**src/rtl/hs_pipe_chain.sv**
```systemverilog
`timescale 1ns/1ps
`default_nettype none
// ============================================================================
//  Module      : hs_pipe_chain
//  Description : Valid/ready pipeline of DEPTH register slices of one kind
//                (forward, backward/skid or full two-entry buffer), with an
//                occupancy count of the words held in the chain.
//  Revision    : 1.0 - initial release
// ============================================================================
module hs_pipe_chain #(
    parameter int L     = 8,
    parameter int DEPTH = 2,
    parameter int MODE  = 2,
    // Derived sizing; not intended to be overridden
    parameter int CAP   = (MODE == 2) ? 2 * DEPTH : DEPTH,
    parameter int LW    = $clog2(CAP + 1)
) (
    input  logic          clk,
    input  logic          rst,
    input  logic          valid_f,
    input  logic [L-1:0]  data_f,
    output logic          ready_f,
    output logic          valid_b,
    output logic [L-1:0]  data_b,
    input  logic          ready_b,
    output logic [LW-1:0] level
);

    // ------------------------------------------------------------------------
    // Elaboration-time parameter checks
    // ------------------------------------------------------------------------
    if ((MODE < 0) || (MODE > 2)) begin : g_bad_mode
        $error("hs_pipe_chain: MODE must be 0 (forward), 1 (backward) or 2 (full)");
    end
    if (DEPTH < 1) begin : g_bad_depth
        $error("hs_pipe_chain: DEPTH must be at least 1");
    end

    // ------------------------------------------------------------------------
    // Inter-slice handshake nets: index i is the upstream side of slice i,
    // index i+1 its downstream side. Index 0 faces the producer, DEPTH the
    // consumer.
    // ------------------------------------------------------------------------
    logic          ch_vld [0:DEPTH];
    logic [L-1:0]  ch_dat [0:DEPTH];
    logic          ch_rdy [0:DEPTH];

    // run_q stays low during reset and rises on the first edge after release.
    // It holds ready_f low and masks valid_f until the chain is live, which
    // also keeps a combinational forward path from leaking valid_f to
    // valid_b while rst is high.
    logic run_q;

    // Leave reset one clock after rst deasserts
    always_ff @(posedge clk or posedge rst) begin
        if (rst) begin
            run_q <= 1'b0;
        end else begin
            run_q <= 1'b1;
        end
    end

    assign ch_vld[0]     = valid_f & run_q;
    assign ch_dat[0]     = data_f;
    assign ready_f       = ch_rdy[0] & run_q;
    assign valid_b       = ch_vld[DEPTH];
    assign data_b        = ch_dat[DEPTH];
    assign ch_rdy[DEPTH] = ready_b;

    // ------------------------------------------------------------------------
    // Slice chain
    // ------------------------------------------------------------------------
    for (genvar i = 0; i < DEPTH; i++) begin : g_slice
        if (MODE == 0) begin : g_fwd
            // Forward slice: valid/data registered, ready passes straight
            // through so the slice refills in the cycle it drains.
            logic         vld_q;
            logic [L-1:0] dat_q;

            assign ch_rdy[i]   = ~vld_q | ch_rdy[i+1];
            assign ch_vld[i+1] = vld_q;
            assign ch_dat[i+1] = dat_q;

            // Capture the upstream word whenever the slice may advance
            always_ff @(posedge clk or posedge rst) begin
                if (rst) begin
                    vld_q <= 1'b0;
                    dat_q <= '0;
                end else if (ch_rdy[i]) begin
                    vld_q <= ch_vld[i];
                    dat_q <= ch_dat[i];
                end
            end
        end else if (MODE == 1) begin : g_bwd
            // Backward (skid) slice: ready registered, the word normally
            // passes through and is parked in the skid only when the
            // downstream side stalls in the cycle it was accepted.
            logic         sk_vld_q;
            logic [L-1:0] sk_dat_q;

            assign ch_rdy[i]   = ~sk_vld_q;
            assign ch_vld[i+1] = sk_vld_q | ch_vld[i];
            assign ch_dat[i+1] = sk_vld_q ? sk_dat_q : ch_dat[i];

            // Park an accepted-but-blocked word; release it once downstream takes it
            always_ff @(posedge clk or posedge rst) begin
                if (rst) begin
                    sk_vld_q <= 1'b0;
                    sk_dat_q <= '0;
                end else if (ch_vld[i] & ~sk_vld_q & ~ch_rdy[i+1]) begin
                    sk_vld_q <= 1'b1;
                    sk_dat_q <= ch_dat[i];
                end else if (sk_vld_q & ch_rdy[i+1]) begin
                    sk_vld_q <= 1'b0;
                end
            end
        end else if (MODE == 2) begin : g_full
            // Full slice: two-entry buffer, both valid and ready registered.
            // The second (tail) entry absorbs the word that arrives in the
            // cycle the downstream stalls, so throughput stays one per clk.
            localparam logic [1:0] S_EMPTY = 2'd0;
            localparam logic [1:0] S_HALF  = 2'd1;
            localparam logic [1:0] S_FULL  = 2'd2;

            logic [1:0]   state_q;
            logic [1:0]   state_d;
            logic [L-1:0] head_q;
            logic [L-1:0] tail_q;
            logic         up_rdy;
            logic         dn_vld;
            logic         in_x;
            logic         out_x;

            assign in_x  = ch_vld[i] & ch_rdy[i];
            assign out_x = ch_vld[i+1] & ch_rdy[i+1];

            // State register
            always_ff @(posedge clk or posedge rst) begin
                if (rst) begin
                    state_q <= S_EMPTY;
                end else begin
                    state_q <= state_d;
                end
            end

            // Next-state: fill level of the two-entry buffer
            always_comb begin
                state_d = state_q;
                case (state_q)
                    S_EMPTY: if (in_x)                state_d = S_HALF;
                    S_HALF:  if (in_x & ~out_x)       state_d = S_FULL;
                             else if (~in_x & out_x)  state_d = S_EMPTY;
                    S_FULL:  if (out_x)               state_d = S_HALF;
                    default:                          state_d = S_EMPTY;
                endcase
            end

            // Outputs decoded from the registered state only
            always_comb begin
                up_rdy = (state_q != S_FULL);
                dn_vld = (state_q != S_EMPTY);
            end

            assign ch_rdy[i]   = up_rdy;
            assign ch_vld[i+1] = dn_vld;
            assign ch_dat[i+1] = head_q;

            // Head/tail storage; head is always the oldest word held
            always_ff @(posedge clk or posedge rst) begin
                if (rst) begin
                    head_q <= '0;
                    tail_q <= '0;
                end else begin
                    case (state_q)
                        S_EMPTY: if (in_x) head_q <= ch_dat[i];
                        S_HALF: begin
                            if (in_x & ~out_x)     tail_q <= ch_dat[i];
                            else if (in_x & out_x) head_q <= ch_dat[i];
                        end
                        S_FULL:  if (out_x) head_q <= tail_q;
                        default: ;
                    endcase
                end
            end
        end
    end

    // ------------------------------------------------------------------------
    // Occupancy counter
    // ------------------------------------------------------------------------
    logic          in_xfer;
    logic          out_xfer;
    logic [LW-1:0] level_q;
    logic [LW-1:0] level_d;

    assign in_xfer  = valid_f & ready_f;
    assign out_xfer = valid_b & ready_b;

    // Net change of held words this cycle
    always_comb begin
        level_d = level_q;
        if (in_xfer & ~out_xfer) begin
            level_d = level_q + LW'(1);
        end else if (~in_xfer & out_xfer) begin
            level_d = level_q - LW'(1);
        end
    end

    // Occupancy register
    always_ff @(posedge clk or posedge rst) begin
        if (rst) begin
            level_q <= '0;
        end else begin
            level_q <= level_d;
        end
    end

    assign level = level_q;

endmodule
`default_nettype wire
```
**config.mk**
```make
export PLATFORM = sky130hd
export DESIGN_NAME = hs_pipe_chain
export DESIGN_NICKNAME = d
export VERILOG_FILES = /design/src/rtl/hs_pipe_chain.sv
export SDC_FILE = /design/constraint.sdc
export NUM_CORES = 1
export LEC_CHECK = 0
export BUFFER_PORTS_ARGS = -buffer_cell sky130_fd_sc_hd__buf_2
export CAP_MARGIN = 30
export CORE_UTILIZATION = 60
export DETAILED_ROUTE_END_ITERATION = 10
export PLACE_DENSITY = 0.83
export SLEW_MARGIN = 20
export SYNTH_ARGS = -nofsm -noshare
export SYNTH_HDL_FRONTEND = slang
export SYNTH_SLANG_ARGS = --single-unit
```
**constraint.sdc**
```tcl
create_clock -name clk -period 5.05 [get_ports clk]
set_input_delay 0 -clock clk [delete_from_list [all_inputs] [get_ports clk]]
set_output_delay 0 -clock clk [all_outputs]
set_load 0.005 [all_outputs]
```
### Yosys cells after proc, flatten, opt, wreduce, memory -nomap -nowiden

Index checks and enable logic that the tools add are counted.

* register bits after elaboration: 40
* output and inout bits: 13

* $add $sub $neg: 2
* equality and inequality tests: 16
* muxes and demuxes: 21
* bitwise operators: 18
* reduce and logical (&&, ||, !) cells: 13

Operator list (count)
* 8-bit 2-to-1 mux: 8
* 8-bit one-hot mux with 3 select lines: 2
* 2-bit != test, second input constant: 10
* 1-bit bitwise AND: 14
* 2-bit 2-to-1 mux: 7
* 2-bit one-hot mux with 3 select lines: 2
* 5-bit AND reduction: 2
* 3-bit 2-to-1 mux: 2
* 3-bit != test, second input constant: 2
* 3-bit AND reduction: 2
* 2-bit nonzero test: 3
* 3-bit nonzero test: 2
* 2-bit by 1-bit equality test with 1-bit output, second input constant: 2
* 2-bit equality test, second input constant: 2
* 2-bit logical NOT: 2
* 1-bit inverter: 4
* 2-bit AND reduction: 2
* 3-bit by 1-bit adder with 3-bit output, second input constant: 1
* 3-bit by 1-bit subtractor with 3-bit output, second input constant: 1

### Depth between registers and ports, before layout

* depth after elaboration: 7
* mapped depth: 9
* gate-level depth less buffers: 8

### Worst setup path after synthesis

OpenSTA, ideal clock, no wires.

* path kind: reg-to-reg
* start point: reg g_slice[0].g_full.state_q[0]
* end point: reg g_slice[0].g_full.head_q[0]
* library setup time: 0.123 ns
* arrival: 1.879 ns
* path slack: 3.048 ns
* cell stages (with the launch flop): 8
* path through: dfrtp_1 > nand2b_1 > clkbuf_1 > and3_1 > ha_1 > and4bb_1 > a211o_2 > o221a_1

* cells in the longest elaborated chain, start to end: 6

RTL lines
* from (decl): line 125 `logic [1:0] state_q;`
* from (signal assigned): line 142 `state_q <= state_d;`
* 2-bit nonzero test: line 161 `dn_vld = (state_q != S_EMPTY);`
* 1-bit bitwise AND: line 135 `assign out_x = ch_vld[i+1] & ch_rdy[i+1];`
* 1-bit inverter: line 177 `if (in_x & ~out_x) tail_q <= ch_dat[i];`
* 1-bit bitwise AND: line 177
* 2-bit != test (no line)
* 5-bit AND reduction (no line)
* to (signal assigned): line 175 `S_EMPTY: if (in_x) head_q <= ch_dat[i];`
* to (signal assigned): line 178 `else if (in_x & out_x) head_q <= ch_dat[i];`
* to (signal assigned): line 180 `S_FULL: if (out_x) head_q <= tail_q;`
* to (decl): line 127 `logic [L-1:0] head_q;`

Parallel ways exist; a longest one is shown, timed or not.
A chain may end at the register's enable or synchronous reset.

### Worst setup path in the final report

* start point: reg g_slice[0].g_full.state_q[0]
* end point: reg g_slice[0].g_full.head_q[3]

Same word-level chain as after synthesis.

==> impl_metrics.ini <==
[global_route]
antenna_found_initial = 0
grt_max_degree = 41
gr-usage-all-layers_pct = 25.30
grt_pass1_vias = 1269
grt_first_pass_wirelength_um = 6044
grt_overflow = 0

[synth]
yosysTopAreaCell = dfrtp_1
synth_cells = 134
ys_seq_elements = 40
ys_warn_count = 0
ys_seq_area_share_pct = 53.55
avgSynthCellArea_um2 = 13.95
ys_types = 33
netlist_area_um2 = 1869
yosysTopAreaCellShare_pct = 53.55
synthTopCellsByArea = dfrtp_1 54%, mux2_2 19%, o221a_1 4.8%
synth_fp_nets = 150

[floorplan]
die_x_um = 57.82
die_h_um = 57.82
fp-row-count = 19
initial_core_util_pct = 65.53
core_um2 = 2853
dieArea_um2 = 3343
ios = 25

[timing]
setup_tns_ns = 0
worstMarginPinSlew_ns = 0.5569
setup_viol = 0
finalHoldViolations = 0
rsz0062_at_grt = false
maxSlewHeadroom_pct = 62.87
drv_slew = 0
fmax_ghz = 0.4433
period_minus_slack_ns = 2.256
finClkSkew_ns = 0.01213
fin_crit_sh_pct = 44.67

[route]
antenna_left = 0
vias = 1219
wl_per_cell_um = 17.91
met2_wirelength_um = 1825
vias_per_cell = 5.975
firstDrtPassIters = 7
topRoutingLayerUsed = met4
routed-wl-met3_um = 126
post-route-drc-count = 4
drt-initial-drc-count = 34
wl_met1_um = 1636
routed_wl_um = 3653

[worst_hold_path]
hold_path.startpoint = ready_b
min_to = g_slice[1].g_full.state_q[1]$_DFFE_PP0P_
holdPathStages = 3
hp-class = input port to flop

[power_and_ir_drop]
power_density_nw_per_um2 = 596.0
p_seq_share_pct = 45.5
clkPwrFrac_pct = 16.0
intPower_mw = 0.8733
pwr-share-comb_pct = 38.5
leakage_nw = 0.9540
peakVddDrop_uv = 350.0
netSwitchingPower_mw = 0.4235
switching_share_pct = 32.66

[clocking]
cts_buffer_depth = 2
clk_latency_ns = 0.35
cts_buffers = 5
htreeDepth = 2
cts_tree = yes
root_buffer = clkbuf_4
cts_sinks = 40
post_cts_buffers = 0
path_clk_slew_ns = 0.12
ctsResizeCount = 0

[cells_and_area]
fin_nets = 188
n_antenna_cell = 0
fin_cells = 204
area_delta_synth_final_pct = 16.40
fillers = 200
drive_above_1_share_pct = 41.04

[placement]
portBuffers = 24
gp_congestion = 0.7520
dpl.hpwl_um = 2513
dp_cells = 187

[critical_path]
r2r_slack_ns = 2.79
required_ns = 5.30
r2r_cells = 6
worstPathCellList = nand2b_1, and3_1, ha_1, and4bb_1, a211o_2, o221a_1
crit_type = flop to flop
rr_endpoint = g_slice[0].g_full.head_q[3]$_DFFE_PP0P_
cp_slowest_cell = dfrtp_1
rr_startpoint = g_slice[0].g_full.state_q[0]$_DFFE_PP0P_
max_stage_delay_ns = 0.48
worst_setup_path_start_kind = flop
crit_fanout = 12
end_kind = flop
cp_data_arrival_time_ns = 2.50

[run]
drv_cap = 0

[outcome]
status = finished with violations
violations = DRC
==> worst max-delay path: cells and delay by family (launching register included) <==
family	cells	cell delay, ns
compound gates	2	0.66
fa+ha+maj	1	0.17
flops	1	0.48
simple gates	3	0.84
==> worst max-delay path by stage <==
stage	from	endpoint	slack [ns]
after floorplan	g_slice[0].g_full.state_q[0]$_DFFE_PP0P_	g_slice[0].g_full.head_q[0]$_DFFE_PP0P_	3.05
after global placement	g_slice[0].g_full.state_q[0]$_DFFE_PP0P_	g_slice[0].g_full.head_q[0]$_DFFE_PP0P_	2.96
after detailed placement	g_slice[0].g_full.state_q[0]$_DFFE_PP0P_	g_slice[0].g_full.head_q[3]$_DFFE_PP0P_	2.82
after CTS	g_slice[0].g_full.state_q[0]$_DFFE_PP0P_	g_slice[0].g_full.head_q[3]$_DFFE_PP0P_	2.80
after global routing	g_slice[0].g_full.state_q[0]$_DFFE_PP0P_	g_slice[0].g_full.head_q[3]$_DFFE_PP0P_	2.66
final	g_slice[0].g_full.state_q[0]$_DFFE_PP0P_	g_slice[0].g_full.head_q[3]$_DFFE_PP0P_	2.79
==> routing by layer <==
| metal | vias to the layer above | global-route usage [%] |
|---|---|---|
| met5 | - | 0 |
| met4 | 0 | 11.22 |
| met3 | 6 | 6.696 |
| met2 | 26 | 40.56 |
| met1 | 619 | 32.57 |
| li1 | 568 | - |
==> logic make-up after synthesis <==
| family | count (synthesis) | share of synthesized area (%) |
|---|---|---|
| AO/OA/AOI/OAI | 16 | 8.300 |
| XOR/XNOR | 4 | 1.875 |
| adder cells (fa/ha/maj) | 4 | 3.079 |
| AND/OR/NAND/NOR | 30 | 11.11 |
| multiplexers | 33 | 19.88 |
| other | 1 | 0.2006 |
| flip-flops | 40 | 53.55 |
| buffers and inverters | 6 | 2.008 |
==> state kept, by name, indices dropped and copies added, names as in the netlist <==
| register | flops |
|---|---|
| g_slice.g_full.tail_q | 16 |
| data_b | 8 |
| g_slice.g_full.head_q | 8 |
| g_slice.g_full.state_q | 4 |
| level | 3 |
| run_q | 1 |
==> power groups by stage <==
stage                     clock network, mW  registers [mW]  logic [mW]
final                                 0.207           0.590       0.500
after global routing                  0.222           0.608       0.548
after CTS                             0.208           0.588       0.507
after detailed placement                  0           0.594       0.497
after global placement                    0           0.576       0.464
after floorplan                           0           0.566       0.374
==> cells in the mapped netlist <==
library cell,number
nor2b_1,3
a21o_1,1
o22ai_1,1
ha_1,3
o31ai_4,1
xnor2_1,2
nor2_1,2
buf_6,2
fa_1,1
and3_1,2
o221a_1,8
or3_1,8
xor2_1,2
nor3_4,1
and3b_1,1
and2_1,1
mux2_2,32
nand3b_1,1
a211o_2,1
conb_1,1
nand2b_1,2
and4bb_1,2
nand2_1,3
nor2_2,1
nand2b_2,1
inv_1,3
a21oi_1,1
o21ai_0,3
mux2_1,1
dfrtp_1,40
and2b_4,1
or2_2,1
clkbuf_1,1
==> cell type report <==
cell class	instances	area [um2]	area share, %
multi-input combinational	88	830.8	38.18
timing repair buffer	34	217.7	10.01
clock buffer	6	41.29	1.898
sequential	40	1001	46.00
tap	31	38.79	1.783
inverter	3	11.26	0.5175
clock inverter	2	35.03	1.610
==> cell usage in the layout (no fill, tap or decap), types with 2 or more instances in the layout <==
cell           Yosys  layout
dlygate4sd3_1      0       9
or3_1              8       8
mux2_2            32      32
xor2_1             2       2
ha_1               3       3
nand2b_1           2       2
clkbuf_4           0       5
o221a_1            8       8
nor2b_1            3       3
inv_1              3       3
and4bb_1           2       2
dfrtp_1           40      40
nor2_1             2       2
buf_2              0      24
nand2_1            3       3
and3_1             2       2
o21ai_0            3       3
xnor2_1            2       2
==> through the flow <==
step                total power [mW]  setup slack (ns)  area [um2]  hold WS, ns  utilization, %
finish                         1.297             2.794        2176      0.01135           76.27
global route                   1.378             2.664        2176     0.002800           76.27
CTS                            1.303             2.798        2176      0.01131           76.27
detailed placement             1.091             2.820        2009       0.1407           70.44
global placement               1.040             2.961        2009       0.1362           70.44
floorplan                     0.9399             3.048        1869       0.1506               -
==> repair_timing <==
item                       CTS  global route
hold endpoints to repair    56             0
hold buffers                 9             0
setup endpoints to repair    0             0
(Power assumes the default switching activity.)
